File: src/rtl/mem_w_port.sv
// Memory-side end of the W-register MR/MW path: one-shot read/write request,
// wait-state-tolerant handshake with data memory, and a cycle-count timeout.
module mem_w_port #(
   parameter int DATA_W  = 16,
   parameter int ADDR_W  = 8,
   parameter int TIMEOUT = 8
) (
   input  logic              clk,
   input  logic              reset,
   input  logic              req_rd,
   input  logic              req_wr,
   input  logic [ADDR_W-1:0] addr,
   input  logic [DATA_W-1:0] w_out,
   output logic [DATA_W-1:0] w_in,
   output logic              w_load,
   output logic              busy,
   output logic              done,
   output logic              err,
   output logic [ADDR_W-1:0] mem_addr,
   output logic [DATA_W-1:0] mem_wdata,
   output logic              mem_en,
   output logic              mem_we,
   input  logic [DATA_W-1:0] mem_rdata,
   input  logic              mem_ack
);

   localparam int            CW   = (TIMEOUT > 1) ? $clog2(TIMEOUT) : 1;
   localparam logic [CW-1:0] LAST = CW'(TIMEOUT - 1);

   typedef enum logic [1:0] {
      S_IDLE   = 2'd0,
      S_ACCESS = 2'd1,
      S_DONE   = 2'd2
   } state_t;

   state_t        state;
   logic          op_rd;
   logic          err_r;
   logic [CW-1:0] wait_cnt;

   // Handshake: a request is taken only in IDLE; the memory side sees mem_en
   // for the whole ACCESS phase and completes it with mem_ack at any edge.
   always_ff @(posedge clk or posedge reset) begin
      if (reset) begin
         state     <= S_IDLE;
         op_rd     <= 1'b0;
         err_r     <= 1'b0;
         wait_cnt  <= '0;
         w_in      <= '0;
         mem_addr  <= '0;
         mem_wdata <= '0;
      end else begin
         case (state)
            S_IDLE: begin
               if (req_rd || req_wr) begin
                  op_rd     <= req_rd;
                  mem_addr  <= addr;
                  mem_wdata <= w_out;
                  wait_cnt  <= '0;
                  err_r     <= 1'b0;
                  state     <= S_ACCESS;
               end
            end
            S_ACCESS: begin
               // Ack on the timeout edge still counts as success.
               if (mem_ack) begin
                  if (op_rd) w_in <= mem_rdata;
                  err_r <= 1'b0;
                  state <= S_DONE;
               end else if (wait_cnt == LAST) begin
                  err_r <= 1'b1;
                  state <= S_DONE;
               end else begin
                  wait_cnt <= wait_cnt + CW'(1);
               end
            end
            S_DONE:  state <= S_IDLE;
            default: state <= S_IDLE;
         endcase
      end
   end

   // Decoded straight from the state register so reset drops them at once.
   assign busy   = (state != S_IDLE);
   assign mem_en = (state == S_ACCESS);
   assign mem_we = (state == S_ACCESS) && !op_rd;
   assign done   = (state == S_DONE);
   assign err    = (state == S_DONE) && err_r;
   assign w_load = (state == S_DONE) && op_rd && !err_r;

endmodule

File: config.mk
export PLATFORM = sky130hd
export DESIGN_NAME = mem_w_port
export DESIGN_NICKNAME = d
export VERILOG_FILES = /design/src/rtl/mem_w_port.sv
export SDC_FILE = /design/constraint.sdc
export NUM_CORES = 1
export LEC_CHECK = 0
export CORE_ASPECT_RATIO = 1.2
export CORE_UTILIZATION = 43
export CTS_CLUSTER_DIAMETER = 200
export DETAILED_ROUTE_END_ITERATION = 10
export PLACE_DENSITY = 0.88
export SLEW_MARGIN = 25
export SYNTH_ARGS = -nofsm -noshare
export SYNTH_HDL_FRONTEND = slang
export SYNTH_SLANG_ARGS = --single-unit
export TNS_END_PERCENT = 100
File: constraint.sdc
create_clock -name clk -period 4.5 [get_ports clk]
set_input_delay 0.45 -clock clk [delete_from_list [all_inputs] [get_ports clk]]
set_output_delay 0.45 -clock clk [all_outputs]
set_load 0.02 [all_outputs]
Word-level counts from Yosys, hierarchy flattened
Cells that the tools add are included.
Cells by class
  add/sub/neg operators: 1
  eq/ne operators: 7
  mux-type cells: 12
  reductions and logical operators: 15
Operators by type and width (count)
  $mux 3: 3
  $mux 2: 3
  $ne 2x2->1 const B: 3
  $pmux 3 s2: 1
  $reduce_and 3->1: 2
  $logic_and 1x1->1: 4
  $pmux 2 s2: 1
  $reduce_and 2->1: 2
  $reduce_and 4->1: 1
  $reduce_bool 2->1: 2
  $add 3x1->3 const B: 1
  $eq 3x3->1 const B: 1
  $mux 1: 3
  $ne 3x1->1 const B: 1
  $eq 2x1->1 const B: 1
  $eq 2x2->1 const B: 1
  $logic_not 1->1: 2
  $logic_not 2->1: 1
  $pmux 1 s2: 1
  $logic_or 1x1->1: 1
Word-level totals
  register bits: 47
  input port bits: 45
  output and inout port bits: 46
  logic and storage cells: 42

Depth between registers and ports, before layout
  word-level depth: 4
  gate-level depth with buffers: 6

Worst setup path after synthesis
Ideal clock, no wire load.
  kind: flip-flop to flip-flop
  start point: register wait_cnt[0]
  end point: register wait_cnt[1]
  library setup time: 0.121 ns
  arrival: 1.580 ns
  path slack: 2.799 ns
  stages on the path, launching flop included: 6
  buffers on the path: 0
  period minus slack after synthesis: 1.701 ns
  path through: dfrtp_1 > ha_1 > ha_1 > or4b_4 > o21a_1 > a22o_2
On the way
  word-level cells in the longest chain between the ends: 4
  elaborated cells between the ends (all ways): 7
  classes of those cells: 1 x add/sub; 2 x eq/ne; 3 x mux; 1 x reduce/logical
Ends and longest elaborated chain
  from (decl): line 39  | logic [CW-1:0] wait_cnt;
  from (signal assigned): line 74  | wait_cnt <= wait_cnt + CW'(1);
  $add 3x1->3: line 74
  $mux 3: line 70  | end else if (wait_cnt == LAST) begin
  $mux 3: line 66  | if (mem_ack) begin
  $pmux 3 s2: line 53  | case (state)
Several ways; a longest one is shown, not always the timed one. The select of a mux whose other input is x is not followed.
A chain may end at the register's enable or synchronous reset.

Final worst setup path
  start point: register state[1]
  end point: output port mem_we
On the way
  word-level cells in the longest chain between the ends: 2
Ends and longest elaborated chain
  from (decl): line 36  | state_t state;
  from (signal assigned): line 45  | state <= S_IDLE;
  from (signal assigned): line 61  | state <= S_ACCESS;
  from (signal assigned): line 69  | state <= S_DONE;
  $eq 2x1->1: line 86  | assign mem_we = (state == S_ACCESS) && !op_rd;
  $logic_and 1x1->1: line 86
  to (decl): line 22  | output logic mem_we,
Every way passes these cells.

==> out/metrics.csv <==
metric;value;unit
outcome;finished clean;
Pwr Total;2.11;mW
net load switching power;745;uW
Post-Synthesis Cells;117;
crit path to;mem_we;
global route hottest layer;met2;
Netlist Area Pre-Place;1910;um^2
starting density of the core;0.448;
TNS Setup;0;ns
Crit Reg-Reg Endpoint;mem_wdata[2]$_DFFE_PP0P_;
final-stage net count;258;
Die Y;75.0;um
r2r startpoint;state[1]$_DFFE_PP0P_;
port bufs;90;
Root Driver;clkbuf_8;
PwrDens;723;nW/um^2
GRT Residual Overflow;0;
Final Setup Violations;0;
GP Congestion;0.776;
final max-slew violation count;0;
unrepaired setup endpoints after global routing;false;
met2 usage;0.240;
Yosys cell types;25;
die extent in x;62.8;um
fill cell count;291;
CTS clk-pin slew, worst paths;0.08;ns
first-pass GRT wire length;5.80;mm
Yosys warning count;0;
WS Path Type;flip-flop to primary output;
CTS Buffer Depth;2;
Via density;4.75;
drt drc;0;
gr usage total;0.165;
Seq/Total Area, Yosys;0.616;
count of max-cap constraint violations;0;
Vias;1274;
min cycle time layout;2.40;ns
maximum level of the CTS H-tree;2;
Avg Cell Area, Syn;16.3;um^2
Critical Path Source;state[1]$_DFFE_PP0P_;
Multi-input gate area;679;um^2
Routed WL;3.86;mm
layout cell share with drive strength beyond 1;0.245;
Peak Freq;416;MHz
WL per Instance;14.4;um
P_int;1.37;mW
Fin. Hold Viols;0;
Initial DRC Count;47;
Sequential Power Share;0.348;
Max VDD drop;256;uV
R2R Setup Slk;2.64;ns
CTS buffer count;5;
Die ar.;4710;um^2
num ports;91;
Max-slew headroom;0.547;
Setup Buffers After CTS;0;
Comb power frac;0.542;
CP Launch Type;flip-flop;
Synth Net Count;164;
Critical Path AT;1.95;ns
DRT antenna net count;0;
vias in the first global route;1142;
Synth Register Bits;47;
Final Skew;0.00404;ns
number of core rows;26;
Worst-Margin Slew;0.678;ns
hold_buf cts;0;
Worst-Skew Late Latency;0.29;ns
core box area;4260;um^2
critical path required time;4.05;ns
GR Layer Usage met1;0.232;
Syn-to-layout area delta;53.4;%
largest net degree at the start of global routing;48;
Register-to-Register Path Depth;4;
cts repair resizes;0;
# clock sinks;47;
Net Sw Frac;0.352;
DRT Pass-1 Iters;4;
power share of the clock group;0.110;
Leakage;1.27;nW
CTS tree;done;
# diodes;0;
Storage cell area;1180;um^2
Crit. End Element;primary output;
dpl hpwl;2.94;mm
initial antenna violation count;0;
final period utilization;0.534;
met3 Track Usage GR;0.0348;
Critical Path Fanout Max;7;
Worst Hold Class;flip-flop to flip-flop;
## worst max-delay path, cell delays in order (launching register included)
cell and delay [ns]:
dfrtp_1 0.41, nor2b_1 0.42, nor2b_1 0.19, clkdlybuf4s50_1 0.64
## cells in the mapped netlist, drive strengths merged
cell type	count	area (um^2)
and2	1	6.26
or4b	1	13.8
buf	4	41.3
a22o	3	28.8
nor2b	2	12.5
nand3	1	17.5
and2b	1	7.51
dfrtp	47	1180
nand2	2	7.51
mux2	40	488
o21a	2	15.0
and3b	1	8.76
o21ai	1	5.00
inv	3	11.3
ha	2	25.0
a22oi	1	7.51
nor2	3	18.8
nor3b	1	7.51
mux2i	1	10.0
## cell type report
cell class                 count  share of cell area
sequential                    47               0.402
timing repair buffer          91               0.310
multi-input combinational     63               0.232
clock buffer                   7              0.0261
tap                           56              0.0239
inverter                       3             0.00385
clock inverter                 1             0.00171
## how the worst min path moves through the flow
stage | startpoint | slack, ns | to | cells after the start
6_report | wait_cnt[0]$_DFFE_PP0P_ | 0.50 | wait_cnt[0]$_DFFE_PP0P_ | 1
5_1_grt | mem_wdata[8]$_DFFE_PP0P_ | 0.52 | mem_wdata[8]$_DFFE_PP0P_ | 1
4_1_cts | mem_wdata[4]$_DFFE_PP0P_ | 0.50 | mem_wdata[4]$_DFFE_PP0P_ | 1
3_5_place_dp | mem_wdata[4]$_DFFE_PP0P_ | 0.49 | mem_wdata[4]$_DFFE_PP0P_ | 1
3_3_place_gp | mem_wdata[4]$_DFFE_PP0P_ | 0.47 | mem_wdata[4]$_DFFE_PP0P_ | 1
2_1_floorplan | wait_cnt[0]$_DFFE_PP0P_ | 0.46 | wait_cnt[0]$_DFFE_PP0P_ | 1
## state kept, by name, indices dropped and copies added, names as in the netlist
name       count
state          2
w_in          16
mem_wdata     16
op_rd          1
wait_cnt       3
mem_addr       8
err_r          1
## layer usage
metal | up-vias | wire, um
li1 | 598 | -
met1 | 611 | 1810
met2 | 56 | 1760
met3 | 9 | 195
met4 | 0 | 105
met5 | - | 0
## logic make-up (layout without fill, tap and decap cells)
logic type,count (synthesis),after routing,share of synthesized area
compound gates,7,7,0.0295
fa+ha+maj,2,2,0.0131
buf+inv,7,102,0.0275
flops,47,47,0.616
mux,41,41,0.261
simple gates,13,13,0.0525
## through the flow
| step | util | instance area (um^2) | setup WS (ns) | cells | hold WS (ns) |
|---|---|---|---|---|---|
| after CTS | 0.687 | 2930 | 2.08 | 268 | 0.505 |
| after global routing | 0.687 | 2930 | 1.95 | 268 | 0.523 |
| after global placement | 0.668 | 2850 | 2.43 | 260 | 0.469 |
| final | 0.687 | 2930 | 2.10 | 268 | 0.501 |
| after floorplan | - | 1910 | 2.80 | 117 | 0.457 |
| after detailed placement | 0.668 | 2850 | 2.38 | 260 | 0.486 |
## placed cells by master, fill, tap and decap left out, types with 2 or more instances in the layout
cell type and count:
mux2_4 10, nor2b_1 2, clkbuf_1 2, nor2_1 2
nand2_1 2, dfrtp_1 47, clkdlybuf4s50_1 90, o21a_1 2
ha_1 2, clkbuf_8 5, a22o_2 2, mux2_2 29
## power by group through the flow
stage / logic, mW / clock network [mW] / registers, mW
global placement: 1.13 / 0 / 0.738
floorplan: 0.428 / 0 / 0.971
CTS: 1.15 / 0.244 / 0.737
detailed placement: 1.15 / 0 / 0.746
finish: 1.15 / 0.233 / 0.735
global route: 1.20 / 0.257 / 0.768
Power figures use the tool's default switching activity.
